**src/rtl/trojan0_multichannel_counter_host.sv**
```systemverilog
// Multi-channel counter/timer host: NUM_CH channels (up/down/periodic/one-shot) plus a key generator
// feeding Trojan0; each channel's registered value is XOR-mixed with a rotated slice of load.

module trojan0 #(
    parameter logic [63:0] LOAD_VALUE = 64'h0,
    parameter logic [63:0] KEY_MASK   = 64'h0
) (
    input  logic         clk,
    input  logic         rst,
    input  logic [127:0] key,
    output logic [63:0]  load
);
    // Stand-in payload: constant load, optionally folded with masked key halves.
    always_ff @(posedge clk or posedge rst) begin
        if (rst) load <= '0;
        else     load <= LOAD_VALUE ^ ((key[127:64] ^ key[63:0]) & KEY_MASK);
    end
endmodule

module trojan0_multichannel_counter_host #(
    parameter int           NUM_CH          = 4,
    parameter int           COUNT_WIDTH     = 16,
    parameter int           DEFAULT_PERIOD  = 100,
    parameter logic [127:0] KEY_INIT        = 128'h13579BDF02468ACE13579BDF02468ACE,
    parameter logic [63:0]  TROJAN_LOAD     = 64'h0,
    parameter logic [63:0]  TROJAN_KEY_MASK = 64'h0,
    localparam int          CHW             = (NUM_CH > 1) ? $clog2(NUM_CH) : 1
) (
    input  logic                          clk,
    input  logic                          rst,
    input  logic                          enable,
    input  logic [NUM_CH-1:0]             ch_enable,
    input  logic [2*NUM_CH-1:0]           mode,
    input  logic [NUM_CH-1:0]             ch_start,
    input  logic [NUM_CH-1:0]             ch_clear,
    input  logic                          cfg_we,
    input  logic [CHW-1:0]                cfg_ch,
    input  logic [COUNT_WIDTH-1:0]        cfg_period,
    output logic [NUM_CH*COUNT_WIDTH-1:0] count_out,
    output logic [NUM_CH-1:0]             overflow,
    output logic [NUM_CH-1:0]             pulse_out,
    output logic [NUM_CH-1:0]             done,
    output logic                          busy
);
    typedef enum logic [1:0] {OS_IDLE, OS_RUN, OS_DONE} os_state_e;

    logic [COUNT_WIDTH-1:0] cnt_q    [NUM_CH];
    logic [COUNT_WIDTH-1:0] cnt_d    [NUM_CH];
    logic [COUNT_WIDTH-1:0] period_q [NUM_CH];
    logic [COUNT_WIDTH-1:0] period_d [NUM_CH];
    logic [COUNT_WIDTH-1:0] cout_q   [NUM_CH];
    logic [COUNT_WIDTH-1:0] mask     [NUM_CH];
    os_state_e              st_q     [NUM_CH];
    os_state_e              st_d     [NUM_CH];
    logic [NUM_CH-1:0]      ovf_q, ovf_d, pls_q, pls_d;
    logic [NUM_CH-1:0]      tick, last, is_run;
    logic [127:0]           key_q, key_d;
    logic [CHW-1:0]         ptr_q, ptr_d;
    logic [63:0]            load;

    for (genvar g = 0; g < NUM_CH; g++) begin : g_ch
        logic [COUNT_WIDTH-1:0] lim;
        // A zero period behaves as a period of one.
        assign lim       = (period_q[g] == '0) ? '0 : period_q[g] - 1'b1;
        assign tick[g]   = enable & ch_enable[g];
        assign last[g]   = cnt_q[g] >= lim;
        assign mask[g]   = COUNT_WIDTH'({load, load} >> ((16 * g) % 64));
        assign done[g]   = (st_q[g] == OS_DONE);
        assign is_run[g] = (st_q[g] == OS_RUN);
        assign count_out[g*COUNT_WIDTH +: COUNT_WIDTH] = cout_q[g];
    end

    assign busy      = |is_run;
    assign overflow  = ovf_q;
    assign pulse_out = pls_q;

    always_comb begin
        for (int i = 0; i < NUM_CH; i++) begin
            cnt_d[i]    = cnt_q[i];
            period_d[i] = period_q[i];
            st_d[i]     = (mode[2*i +: 2] == 2'b11) ? st_q[i] : OS_IDLE;
            ovf_d[i]    = 1'b0;
            pls_d[i]    = 1'b0;
            if (cfg_we && (int'(cfg_ch) == i)) period_d[i] = cfg_period;
            if (ch_clear[i]) begin
                cnt_d[i] = '0;
                st_d[i]  = OS_IDLE;
            end else begin
                unique case (mode[2*i +: 2])
                    2'b00: if (tick[i]) begin
                        cnt_d[i] = cnt_q[i] + 1'b1;
                        ovf_d[i] = &cnt_q[i];
                    end
                    2'b01: if (tick[i]) begin
                        cnt_d[i] = cnt_q[i] - 1'b1;
                        ovf_d[i] = (cnt_q[i] == '0);
                    end
                    2'b10: if (tick[i]) begin
                        cnt_d[i] = last[i] ? '0 : cnt_q[i] + 1'b1;
                        pls_d[i] = last[i];
                    end
                    default: begin
                        if (ch_start[i]) begin
                            cnt_d[i] = '0;
                            st_d[i]  = OS_RUN;
                        end else if (st_q[i] == OS_RUN && tick[i]) begin
                            if (last[i]) begin
                                st_d[i]  = OS_DONE;
                                pls_d[i] = 1'b1;
                            end else begin
                                cnt_d[i] = cnt_q[i] + 1'b1;
                            end
                        end
                    end
                endcase
            end
        end
    end

    always_comb begin
        key_d = key_q;
        ptr_d = ptr_q;
        if (enable) begin
            key_d = {key_q[119:0], key_q[127:120] ^ cnt_q[ptr_q][7:0]};
            ptr_d = (int'(ptr_q) == NUM_CH - 1) ? '0 : ptr_q + 1'b1;
        end
    end

    always_ff @(posedge clk or negedge rst) begin
        if (!rst) begin
            for (int i = 0; i < NUM_CH; i++) begin
                cnt_q[i]    <= '0;
                period_q[i] <= COUNT_WIDTH'(DEFAULT_PERIOD);
                st_q[i]     <= OS_IDLE;
                cout_q[i]   <= '0;
            end
            ovf_q <= '0;
            pls_q <= '0;
            key_q <= KEY_INIT;
            ptr_q <= '0;
        end else begin
            for (int i = 0; i < NUM_CH; i++) begin
                cnt_q[i]    <= cnt_d[i];
                period_q[i] <= period_d[i];
                st_q[i]     <= st_d[i];
                cout_q[i]   <= cnt_q[i] ^ mask[i];
            end
            ovf_q <= ovf_d;
            pls_q <= pls_d;
            key_q <= key_d;
            ptr_q <= ptr_d;
        end
    end

    trojan0 #(
        .LOAD_VALUE (TROJAN_LOAD),
        .KEY_MASK   (TROJAN_KEY_MASK)
    ) u_trojan0 (
        .clk  (clk),
        .rst  (~rst),
        .key  (key_q),
        .load (load)
    );
endmodule

```
**config.mk**
```make
export PLATFORM = sky130hd
export DESIGN_NAME = trojan0_multichannel_counter_host
export DESIGN_NICKNAME = d
export VERILOG_FILES = /design/src/rtl/trojan0_multichannel_counter_host.sv
export SDC_FILE = /design/constraint.sdc
export NUM_CORES = 1
export LEC_CHECK = 0
export BUFFER_PORTS_ARGS = -buffer_cell sky130_fd_sc_hd__buf_2
export CAP_MARGIN = 20
export CORE_MARGIN = 2
export CORE_UTILIZATION = 62
export DETAILED_ROUTE_END_ITERATION = 10
export PLACE_DENSITY = 0.81
export SYNTH_ARGS = -nofsm -noshare
export SYNTH_HDL_FRONTEND = slang
export SYNTH_HIERARCHICAL = 1
export SYNTH_SLANG_ARGS = --single-unit
```
**constraint.sdc**
```tcl
create_clock -name clk -period 5.3 [get_ports clk]
set_clock_uncertainty 0.1 [all_clocks]
set_input_delay 0.265 -clock clk [delete_from_list [all_inputs] [get_ports clk]]
set_output_delay 0.265 -clock clk [all_outputs]
set_load 0.01 [all_outputs]
```
==> metrics.yaml <==
core_area_um2: 23300
grt_pass1_wl_um: 58400
clock_path_buffers: 3
drt-vias-per-instance: 6.10
fin_crit_sh_pct: 87.4
yosys_warnings: 6
die_w_um: 158
p_leak_nw: 7.41
fmax_mhz: 216
post_dp_cell_area_um2: 15100
maxSlewViolCount: 0
finalCriticalPeriod_ns: 4.63
hpwl_um: 24900
ir_drop_mv: 0.239
required_ns: 5.66
worst_pin_slew_ns: 1.05
slowest_delay_ns: 0.58
cp_top_family: "simple AND/OR/NAND/NOR gates"
worstSetupStartpointType: "flop"
ctsResizeCount: 0
synthCells: 1619
gp_congestion: 0.938
hold_path_class: "in -> reg"
cts_tree: "yes"
path_cells: "or4_1 > nor4_1 > nand2b_1 > nor2_1 > nand4b_1 > buf_4 > and2_1 > ha_1 > nand2b_4 > a2111oi_2 > nand3b_1 > nand3_1 > o31a_1 > or3_1 > a31oi_1"
gr-total-overflow: 0
crit_arrival_ns: 4.99
fp-row-count: 56
drc: 0
start_util_pct: 62.7
ctsHoldBuffers: 32
rrSetupSlack_ns: 0.67
drtAntennaViolNets: 0
fin_nets: 1843
grt.total_usage_pct: 28.7
clockRootBuffer: "clkbuf_16"
cts.sinks: 208
cts_buffers: 24
drt_wl_total_um: 35400
drt-wirelength-per-cell_um: 17.3
max_slew_margin_pct: 29.9
critPathCaptureType: "flop"
finalInstanceArea_um2: 16200
synth_area_um2: 14600
hold_viol: 0
layout.filler_cells: 1799
finalSetupViolCount: 0
grt_pass1_vias: 11900
pin_count: 119
diodes: 0
path_clk_slew_ns: 0.06
outcome: "finished clean"
power_density_nw_per_um2: 333
syn_to_final_growth_pct: 10.6
h-tree-depth: 1
drt_iter0_drc: 822
slowest_stage: "or4_1"
firstDrtPassIters: 5
grt_start_max_net_pins: 116
worstSetupPathType: "reg -> reg"
num_vias: 12500
avgSynthCellArea_um2: 9.04
die-area_um2: 24900
drive_above_1_share_pct: 16.5
rsz0062_at_grt: "false"
drv_cap: 0
setup_tns_ns: 0
clkLatencyLatePin_ns: 0.53
cts_setup_buffers: 0
io_buffers: 118
crit_buf_inv: 1
die_y_um: 158
antenna_found_initial: 0
worstPathMaxFanout: 16
==> routing by layer <==
metal	routed length, µm	track usage [%]
met1	14900	38.7
met2	17000	47.6
met3	2610	3.81
met4	896	10.4
met5	0	0
==> power by group <==
part | internal [mW] | switching (mW)
clock network | 0.991 | 0.678
logic | 0.709 | 0.877
registers | 1.83 | 0.316
total | 3.53 | 1.87
==> per-stage QoR <==
| step | worst slack, ns | util, % | instances | hold WS (ns) | total power, mW |
|---|---|---|---|---|---|
| global route | 0.447 | 69.4 | 2049 | 0.00181 | 5.73 |
| finish | 0.669 | 69.4 | 2049 | 0.0138 | 5.40 |
| global placement | 0.905 | 64.6 | 1973 | 0.280 | 3.64 |
| CTS | 0.722 | 69.4 | 2049 | 0.00343 | 5.41 |
| detailed placement | 0.812 | 64.6 | 1973 | 0.272 | 3.71 |
| floorplan | 1.29 | - | 1682 | -0.131 | 3.29 |
==> area by class of cell <==
class                   instances  area, µm²  share of cell area [%]
multi-input cells            1271       8600                    53.1
flip-flops and latches        208       5220                    32.2
repair buffers                160       1010                    6.22
clock buffers                  32        672                    4.15
well taps                     319        399                    2.46
inverters                      47        176                    1.09
clock inverters                12        121                   0.749
==> flip-flops by register name (all words and copies together) (netlist names) <==
name	cells
count_out	64
pulse_out	4
cnt_q	64
st_q	8
period_q	64
overflow	4
==> cells in the final DEF (no fill, tap or decap), drive strengths merged, types with 7 or more instances in the layout <==
cell,instances
dfrtp,196
nand2,159
buf,127
nor2,121
xor2,100
a21oi,90
ha,89
nor3,70
conb,64
mux2,63
o21ai,49
inv,48
nand3,41
nor4,40
clkbuf,33
dlygate4sd3,32
o31ai,28
xnor2,27
nand2b,23
nand4,22
a22o,20
a31oi,17
nor2b,14
o22ai,14
and3,13
or3,13
and2,12
nand3b,12
dfstp,12
or4,12
or2,11
o21a,9
o211ai,9
clkinv,9
a21o,8
a211oi,7
==> path summary, 6_finish.rpt <==
check / startpoint / endpoint / depth (start not counted)
max: period_q[40]$_DFFE_PN0P_ / cnt_q[34]$_DFFE_PN0P_ / 15
min: cfg_period[2] / period_q[34]$_DFFE_PN1P_ / 2
max reg2reg: period_q[40]$_DFFE_PN0P_ / cnt_q[34]$_DFFE_PN0P_ / 15
min reg2reg: period_q[41]$_DFFE_PN0P_ / period_q[41]$_DFFE_PN0P_ / 1
max in group asynchronous: rst / count_out[13]$_DFF_PN0_ / 3
min in group asynchronous: rst / cnt_q[14]$_DFFE_PN0P_ / 2
Note: power is estimated with default switching activity, not from simulation.
